--- config.mk ---
export PLATFORM = sky130hd
export DESIGN_NAME = codec_ctrl
export DESIGN_NICKNAME = d
export VERILOG_FILES = /design/src/rtl/codec_ctrl.sv
export SDC_FILE = /design/constraint.sdc
export NUM_CORES = 1
export LEC_CHECK = 0
export CAP_MARGIN = 40
export CELL_PAD_IN_SITES_DETAIL_PLACEMENT = 1
export CELL_PAD_IN_SITES_GLOBAL_PLACEMENT = 1
export CORE_MARGIN = 2
export CORE_UTILIZATION = 44
export DETAILED_ROUTE_END_ITERATION = 7
export PLACE_DENSITY_LB_ADDON = 0.2
export SYNTH_ARGS = -nofsm -noshare
export SYNTH_HDL_FRONTEND = slang
export SYNTH_SLANG_ARGS = --single-unit
export TNS_END_PERCENT = 5
--- constraint.sdc ---
create_clock -name i_clk -period 3.9 [get_ports i_clk]
set_clock_uncertainty 0.2 [all_clocks]
set_input_delay 0.78 -clock i_clk [delete_from_list [all_inputs] [get_ports i_clk]]
set_output_delay 0.78 -clock i_clk [all_outputs]
set_load 0.05 [all_outputs]
--- src/rtl/codec_ctrl.sv ---
// codec_ctrl: WM8731 bring-up and run-time volume sequencer.
//   Walks a fixed table of codec register writes through the shared I2C
//   master, then enables audio streaming and turns volume key pulses into
//   single headphone-volume register writes.
//
// Ports
//   i_clk        12 MHz system clock
//   i_rst        asynchronous reset, active high
//   i_start      level; a sampled rising edge starts or restarts init
//   i_vol_up     one-cycle pulse: raise volume by one step
//   i_vol_dn     one-cycle pulse: lower volume by one step
//   i_i2c_done   one-cycle pulse: current I2C write finished
//   o_i2c_enb    write request, held high until i_i2c_done
//   o_addr       codec register address of the current write
//   o_data       codec register data of the current write
//   o_lcr_enb    audio streaming enable
//   o_busy       high in every state except IDLE, RUN and ERR
//   o_err        sticky I2C timeout flag
//   o_vol        current headphone volume code
//
// state | meaning
// IDLE  | waiting for the first start edge
// REQ   | init-table write in flight
// GAP   | quiet time after an init write
// RUN   | streaming; servicing volume requests
// VREQ  | volume write in flight
// VGAP  | quiet time after a volume write
// ERR   | I2C timeout; waiting for a start edge
module codec_ctrl #(
    parameter int         N_INIT      = 8,
    parameter logic [6:0] VOL_DEFAULT = 7'h79,
    parameter logic [6:0] VOL_MIN     = 7'h30,
    parameter logic [6:0] VOL_MAX     = 7'h7F,
    parameter int         VOL_STEP    = 4,
    parameter int         GAP_CYCLES  = 16,
    parameter int         TIMEOUT     = 4095
) (
    input  logic       i_clk,
    input  logic       i_rst,
    input  logic       i_start,
    input  logic       i_vol_up,
    input  logic       i_vol_dn,
    input  logic       i_i2c_done,
    output logic       o_i2c_enb,
    output logic [6:0] o_addr,
    output logic [8:0] o_data,
    output logic       o_lcr_enb,
    output logic       o_busy,
    output logic       o_err,
    output logic [6:0] o_vol
);

    localparam int TW = $clog2(TIMEOUT + 1);
    localparam int GW = $clog2(GAP_CYCLES + 1);

    typedef enum logic [2:0] {IDLE, REQ, GAP, RUN, VREQ, VGAP, ERR} state_t;

    state_t        state;
    logic          start_q;
    logic [2:0]    idx;
    logic [TW-1:0] tmr;
    logic [GW-1:0] gap_cnt;
    logic          pend_up, pend_dn, restart_pend;

    logic          start_rise, req_up, req_dn, vol_take;
    logic          pu_nxt, pd_nxt;
    logic [7:0]    vol_sum, vol_diff;
    logic [6:0]    vol_new;

    function automatic logic [15:0] init_entry(input logic [2:0] i, input logic [6:0] v);
        case (i)
            3'd0:    init_entry = {7'd15, 9'h000};
            3'd1:    init_entry = {7'd6,  9'h010};
            3'd2:    init_entry = {7'd4,  9'h012};
            3'd3:    init_entry = {7'd5,  9'h000};
            3'd4:    init_entry = {7'd7,  9'h002};
            3'd5:    init_entry = {7'd8,  9'h001};
            3'd6:    init_entry = {7'd2,  2'b10, v};
            default: init_entry = {7'd9,  9'h001};
        endcase
    endfunction

    assign start_rise = i_start & ~start_q;
    // Simultaneous up and down cancel before they reach the pending flags.
    assign req_up     = i_vol_up & ~i_vol_dn;
    assign req_dn     = i_vol_dn & ~i_vol_up;
    // A restart edge in RUN wins; the pending step is kept for after re-init.
    assign vol_take   = (state == RUN) && (pend_up || pend_dn) && !start_rise;

    always_comb begin
        vol_sum  = {1'b0, o_vol} + 8'(VOL_STEP);
        vol_diff = {1'b0, o_vol} - 8'(VOL_STEP);
        vol_new  = o_vol;
        if (pend_up)
            vol_new = (vol_sum > {1'b0, VOL_MAX}) ? VOL_MAX : vol_sum[6:0];
        else if (pend_dn)
            vol_new = (vol_diff[7] || vol_diff < {1'b0, VOL_MIN}) ? VOL_MIN : vol_diff[6:0];
    end

    // One pending direction at most; an opposite request cancels it.
    always_comb begin
        pu_nxt = pend_up & ~vol_take;
        pd_nxt = pend_dn & ~vol_take;
        if (req_up) begin
            if (pd_nxt) pd_nxt = 1'b0;
            else        pu_nxt = 1'b1;
        end else if (req_dn) begin
            if (pu_nxt) pu_nxt = 1'b0;
            else        pd_nxt = 1'b1;
        end
    end

    always_ff @(posedge i_clk or posedge i_rst) begin
        if (i_rst) begin
            state        <= IDLE;
            start_q      <= 1'b0;
            idx          <= '0;
            tmr          <= '0;
            gap_cnt      <= '0;
            pend_up      <= 1'b0;
            pend_dn      <= 1'b0;
            restart_pend <= 1'b0;
            o_i2c_enb    <= 1'b0;
            o_addr       <= '0;
            o_data       <= '0;
            o_lcr_enb    <= 1'b0;
            o_busy       <= 1'b0;
            o_err        <= 1'b0;
            o_vol        <= VOL_DEFAULT;
        end else begin
            start_q <= i_start;
            pend_up <= pu_nxt;
            pend_dn <= pd_nxt;
            case (state)
                IDLE, ERR: begin
                    if (start_rise) begin
                        state              <= REQ;
                        idx                <= '0;
                        {o_addr, o_data}   <= init_entry(3'd0, o_vol);
                        tmr                <= TW'(TIMEOUT - 1);
                        o_i2c_enb          <= 1'b1;
                        o_busy             <= 1'b1;
                        o_err              <= 1'b0;
                    end
                end
                REQ, VREQ: begin
                    if (state == VREQ && start_rise) begin
                        restart_pend <= 1'b1;
                        o_lcr_enb    <= 1'b0;
                    end
                    if (i_i2c_done) begin
                        state     <= (state == REQ) ? GAP : VGAP;
                        gap_cnt   <= GW'(GAP_CYCLES - 1);
                        o_i2c_enb <= 1'b0;
                    end else if (tmr == '0) begin
                        state        <= ERR;
                        restart_pend <= 1'b0;
                        o_i2c_enb    <= 1'b0;
                        o_lcr_enb    <= 1'b0;
                        o_busy       <= 1'b0;
                        o_err        <= 1'b1;
                    end else begin
                        tmr <= tmr - 1'b1;
                    end
                end
                GAP: begin
                    if (gap_cnt != '0) begin
                        gap_cnt <= gap_cnt - 1'b1;
                    end else if (idx == 3'(N_INIT - 1)) begin
                        state     <= RUN;
                        o_lcr_enb <= 1'b1;
                        o_busy    <= 1'b0;
                    end else begin
                        state            <= REQ;
                        idx              <= idx + 1'b1;
                        {o_addr, o_data} <= init_entry(idx + 1'b1, o_vol);
                        tmr              <= TW'(TIMEOUT - 1);
                        o_i2c_enb        <= 1'b1;
                    end
                end
                RUN: begin
                    if (start_rise) begin
                        state            <= REQ;
                        idx              <= '0;
                        {o_addr, o_data} <= init_entry(3'd0, o_vol);
                        tmr              <= TW'(TIMEOUT - 1);
                        o_i2c_enb        <= 1'b1;
                        o_lcr_enb        <= 1'b0;
                        o_busy           <= 1'b1;
                    end else if (vol_take && vol_new != o_vol) begin
                        state     <= VREQ;
                        o_vol     <= vol_new;
                        o_addr    <= 7'd2;
                        o_data    <= {2'b10, vol_new};
                        tmr       <= TW'(TIMEOUT - 1);
                        o_i2c_enb <= 1'b1;
                        o_busy    <= 1'b1;
                    end
                end
                VGAP: begin
                    if (start_rise) begin
                        restart_pend <= 1'b1;
                        o_lcr_enb    <= 1'b0;
                    end
                    if (gap_cnt != '0) begin
                        gap_cnt <= gap_cnt - 1'b1;
                    end else if (restart_pend || start_rise) begin
                        state            <= REQ;
                        idx              <= '0;
                        {o_addr, o_data} <= init_entry(3'd0, o_vol);
                        tmr              <= TW'(TIMEOUT - 1);
                        restart_pend     <= 1'b0;
                        o_i2c_enb        <= 1'b1;
                        o_lcr_enb        <= 1'b0;
                    end else begin
                        state  <= RUN;
                        o_busy <= 1'b0;
                    end
                end
                default: state <= IDLE;
            endcase
        end
    end

endmodule

==> flow_summary_export.csv <==
group,metric,value,unit
synth,netlist_top_cells_area,"dfrtp_1 (33%), o21ai_0 (5.1%), mux2_2 (4.6%)",
synth,yosys.area_share.xor_xnor,1.272,%
floorplan,coreArea,0.007647,sq mm
detailed_routing,num_vias,3078,
timing,finalCriticalPeriod,3.538,ns
synth,synth.avg_cell_area,8.803,sq um
worst_hold_path,holdPathStages,2,
placed_design,gp_congestion,0.8459,
finish,num_antenna_cells,0,
timing,setup_viol,0,
floorplan,start_util,45.01,%
floorplan,dieArea,0.008546,sq mm
pwr,power.switching,1.557,mW
clock_tree,cts_buffers,5,
synth,synth_area,0.003442,sq mm
detailed_routing,firstDrtPassIters,4,
clock_tree,insertion_delay,0.30,ns
worst_setup_path,cp-start-kind,"flip-flop",
detailed_routing,drc_errors,0,
detailed_routing,routed_wl,8837,um
synth,yosys_register_bits,50,
finish,nets,435,
pwr,p_leak,1.625,nW
synth,postSynth.asyncResetShare,100.0,%
worst_setup_path,arrival,3.53,ns
worst_setup_path,r2r_cells,11,
timing,drv_slew,0,
placed_design,port_buffers,28,
global_routing,grt_max_degree,38,
synth,synth_ff_type,"dfrtp_1",
global_routing,grt_pass1_wl,14930,um
worst_setup_path,critical_path_class,"flip-flop to flip-flop",
timing,fin_setup_tns,0,ns
finish,syn2layout_area_growth,14.79,%
pwr,vdd_drop_max,0.4057,mV
worst_setup_path,critPathRequiredTime,3.89,ns
clock_tree,clkTransAtPathRegs,0.09,ns
synth,synth-compound-area-share,20.76,%
synth,ys_types,59,
global_routing,antenna_found_initial,0,
worst_hold_path,hold_end,"o_busy",
clock_tree,post_cts_buffers,0,
flow_run,max_cap_violations,0,
timing,hold_viol,0,
timing,fin_crit_sh,90.73,%
clock_tree,tritoncts,"yes",
worst_setup_path,crit_path_max_fanout,13,
status,status,"finished, final reports clean",
timing,tightest_slew,0.5671,ns
global_routing,gr-usage-all-layers,21.73,%
synth,synth_warnings,0,
synth,synth_seq_area_share,36.53,%
timing,fmax,282.6,MHz
detailed_routing,wire_per_inst,16.93,um
synth,synthAdderAreaFrac,3.635,%
finish,layout-drive-gt1-share,11.90,%
synth,muxShareOfSynthArea,9.815,%
floorplan,ioPinCount,33,
worst_hold_path,hold_path_class,"flip-flop to flip-flop",
floorplan,chipWidth,92.45,um
timing,rsz0062_at_grt,"no",
pwr,combPwrFrac,61.5,%
worst_hold_path,min_from,"o_busy",
clock_tree,cts.hold.buffers_added,0,
clock_tree,cts_buffer_depth,2,
pwr,p_int,1.686,mW
pwr,switching_share,48.00,%
worst_setup_path,path_cells,"inv_1 -> ha_1 -> or2b_1 -> a22oi_1 -> o21ai_1 -> or4_1 -> or4_4 -> nor2_2 -> or3_1 -> buf_12 -> mux2_2",
worst_setup_path,cp_slowest_cell,"dfstp_2",
finish,postLayoutCoreUtil,51.67,%
clock_tree,cts_root_buffer,"clkbuf_8",
pwr,p_seq_share,27.2,%
synth,yosysTopAreaCell,"dfrtp_1",
detailed_routing,antenna_left,0,
synth,synth_top_family_by_area,"simple AND/OR/NAND/NOR gates",
detailed_routing,drtIter0Drc,113,
floorplan,std_cell_rows,32,
worst_setup_path,slowest_delay,0.54,ns
synth,yosysMostFrequentCell,"dfrtp_1",
synth,synth-edff-count,0,
floorplan,fp.dieH,92.45,um
pwr,power.density,820.8,mW/mm^2
placed_design,place_inst,514,
timing,relSlewSlack,62.11,%
worst_setup_path,r2r_slack,0.36,ns
detailed_routing,avgViaCountPerCell,5.897,
placed_design,dp_hpwl,6555,um
pwr,pwr-share-clk,11.3,%
worst_setup_path,reg2reg_from,"o_vol[3]",
pwr,totalPowerFinal,3.243,mW
global_routing,grt_pass1_vias,3020,
worst_setup_path,r2r-end,"o_addr[2]",
clock_tree,clkSinkCount,50,
global_routing,gr-total-overflow,0,
synth,synthTopCellsByCount,"dfrtp_1 (45), nor2_1 (35), o21ai_0 (35)",
worst_setup_path,worstSetupStartpoint,"o_vol[3]",
clock_tree,htreeDepth,2,
synth,synth_top_area_share,32.72,%
worst_setup_path,end_kind,"flip-flop",
clock_tree,post_cts_resize_count,0,
synth,netlist_instances,391,
synth,synth-simple-area-share,21.88,%
finish,fin_cells,522,
-- worst max path at each step --
stage	to	slack, ns	cells after the start
after detailed placement	o_addr[2]	0.40	11
after global placement	o_addr[0]	0.51	11
after floorplan	o_addr[3]	0.19	13
final	o_addr[2]	0.36	11
after global routing	o_addr[0]	0.18	11
after CTS	o_addr[2]	0.37	11
-- layout make-up --
type	instances	area, sq um
flip-flops and latches	50	1257
clock inverters	1	30.03
well taps	102	127.6
inverters	16	60.06
clock buffers	7	76.32
repair buffers	42	410.4
multi-input cells	304	1989
fillers	923	3696
-- kinds of logic after synthesis --
kind of cell,count (synthesis)
other,1
DFF,50
AOI/OAI and AO/OA,109
adders and majority gates,10
muxes,29
and+or+nand+nor,147
xor gates and xnor gates,5
buffers and inverters,40
-- worst max-delay path, delay by kind of cell, from the launching register on --
family                     cells  cell delay, ns
AOI/OAI and AO/OA              2            0.24
adders and majority gates      1            0.25
buffers and inverters          2            0.22
DFF                            1            0.54
muxes                          1            0.34
and+or+nand+nor                5            1.63
-- power by group through the flow --
stage | registers, mW | logic (mW) | clock network [mW]
after floorplan | 1.03 | 1.32 | 0
after global placement | 0.879 | 1.94 | 0
after detailed placement | 0.887 | 1.99 | 0
after CTS | 0.878 | 2.00 | 0.377
after global routing | 0.909 | 2.17 | 0.397
final | 0.882 | 2.00 | 0.366
-- registers in the layout (all words and copies together) (netlist names), 3 cells and up --
| signal | flops |
|---|---|
| tmr | 12 |
| idx | 3 |
| state | 3 |
| o_vol | 7 |
| o_addr | 4 |
| gap_cnt | 5 |
| o_data | 8 |
-- layout by cell type, fill, tap and decap left out, types with 9 or more instances in the layout --
master            n
buf_4            12
mux2i_1           9
nand2_1          32
ha_1             10
a21oi_1          20
dfrtp_1          45
nor3_1           14
clkdlybuf4s50_1  28
inv_1            15
o21ai_0          35
nor2_1           35
nand2b_1         11
mux2_2           14
nand3_1          14
-- metal layers --
metal	part of all wire, %	vias to the layer above	global-route usage, %
li1	-	1471	-
met4	1.3	0	5.348
met5	0	-	0
met2	49	43	36.62
met1	47	1553	29.98
met3	2.6	11	2.360
-- through the flow --
| step | cell area (sq um) | setup slack [ns] | hold WS [ns] |
|---|---|---|---|
| final | 3951 | 0.3615 | 0.3111 |
| after global routing | 3951 | 0.1832 | 0.3361 |
| after CTS | 3951 | 0.3651 | 0.3173 |
| after detailed placement | 3845 | 0.3953 | 0.2939 |
| after global placement | 3825 | 0.5075 | 0.2747 |
| after floorplan | 3453 | 0.1878 | 0.2725 |
Note: power is estimated with default switching activity, not from simulation.
==> RTL edit: new RTL, config.mk and constraints unchanged <==
The parameter `GAP_CYCLES` goes from 16 to 64.
--- a/src/rtl/codec_ctrl.sv
+++ b/src/rtl/codec_ctrl.sv
@@ -33,5 +33,5 @@
     parameter logic [6:0] VOL_MAX     = 7'h7F,
     parameter int         VOL_STEP    = 4,
-    parameter int         GAP_CYCLES  = 16,
+    parameter int         GAP_CYCLES  = 64,
     parameter int         TIMEOUT     = 4095
 ) (
Function: no difference found for any inputs over 10 cycles, from zero or initial values and one cycle with i_rst high; that may be too few to reach the edited logic, so the function may still have changed.
==> RTL edit against the unedited design <==
  * Final area grew 1.5%
  * Routed wire length up 10%
  * Total power rose by 1.3%
  * Via count up 8.8%
  * Worst hold slack got worse by 23 ps
  * Worst setup slack better by 270 ps
  * Sequential cell count is 2 higher
  * Area after synthesis grew 3.7%
==> RTL edit: results (changes against the unedited design) <==
ys_seq_area_share_pct: 36.64  # +0.11 points
worstHoldEndpoint: "o_data[3]$_DFFE_PP0P_"
reg2reg_slack_ps: 750  # +390 ps
yosys-top-cells-count: "nand2_1 (63), o21ai_0 (50), dfrtp_1 (47), nor2_1 (35), a21oi_1 (33)"
top_regs: "tmr (12), o_data (8)"
pre_cts_ws_ps: 349.7  # -45.54 ps
nMultiInputCombCells: 344  # +13%
seqCellArea_sq_um: 1308  # +4.0%
clock_cell_area_share_pct: 2.246  # -0.45 points
dp_cells: 559  # +8.8%
status: "complete, no violations"
post-route-cell-area_sq_um: 4011  # +1.5%
synthAdderAreaFrac_pct: 3.857  # +0.22 points
n_clock_buffer: 8  # +1
ir_worst_vdd_mv: 0.4317  # +6.4%
inverters: 22  # +6
netlist_top_cells_area: "dfrtp_1 (33%), o21ai_0 (7.0%), nand2_1 (6.6%)"
worstSetupPathType: "input pin to flip-flop"
num-nonclk-buffers: 39  # -7.1%
timing.final.crit_share_pct: 83.70  # -7.0 points
syn_avg_cell_area_sq_um: 8.001  # -9.1%
synthMuxAreaShare_pct: 1.192  # -8.6 points
synth_xor_area_share_pct: 1.964  # +0.69 points
grt_max_degree: 53  # +39%
r2r-end: "tmr[7]$_DFFE_PP0P_"
grt_pass1_vias: 3393  # +12%
drt-initial-drc-count: 164  # +45%
grt_pass1_wl_mm: 16.44  # +10%
synth_cell_type_count: 63  # +6.8%
gp_congestion: 0.9014  # +6.6%
wl_per_cell_um: 17.14  # +1.2%
drt-total-wl_mm: 9.718  # +10%
place_area_sq_um: 3921  # +2.0%
hp-start: "o_data[3]$_DFFE_PP0P_"
hpwl_mm: 7.028  # +7.2%
hold_ws_ps: 288.6  # -22.51 ps
drive_gt1_share_pct: 7.097  # -4.8 points
slowest_delay_ps: 590  # +50 ps
worst_pin_slew_ps: 862.3  # +295.1 ps
drt-vias-per-instance: 5.908  # +0.20%
multi_input_area_sq_um: 2041  # +2.6%
buf_share_pct: 9.046  # -1.3 points
final.fill_count: 964  # +4.4%
crit-reg2reg-launch: "state[2]$_DFFE_PP0P_"
critPathMaxFanout: 19  # +6
track_usage_pct: 23.21  # +1.5 points
reg2regPathDepth: 6  # -5
fin_util_pct: 51.38  # -0.29 points
leakage_uw: 0.001585  # -2.5%
worstPathArrival_ps: 3310  # -220 ps
synthFlopType: "dfrtp_1"
## RTL edit: cell types whose count changed in the layout (fill, tap and decap cells not counted), moves of 7 or more
cell / delta
a21oi_1: +13
mux2i_1: -7
mux2_2: -12
o21a_1: +7
nand2_1: +31
o21ai_0: +15
a2bb2oi_1: -8
## RTL edit: logic make-up after synthesis
kind of cell | after synthesis
buf+inv | 53
fa+ha+maj | 11
compound gates | 143
flops | 52
simple gates | 174
other cells | 1
xor+xnor | 8
mux | 4
## RTL edit: report_power, final
part | switching, uW | internal, uW
sequential | 234 | 706
clock | 178 | 145
combinational | 1310 | 710
## RTL edit: layer usage
| metal | part of all wire [%] | GRT usage (%) |
|---|---|---|
| met5 | 0 | 0 |
| met1 | 46 | 31.23 |
| met3 | 3.1 | 2.889 |
| met4 | 1.2 | 5.314 |
| met2 | 50 | 39.88 |
## RTL edit: worst max-delay path: cells and delay by family
kind,cells,cell delay [ps]
AND/OR/NAND/NOR,3,860
buffers and inverters,1,500
AO/OA/AOI/OAI,4,1160
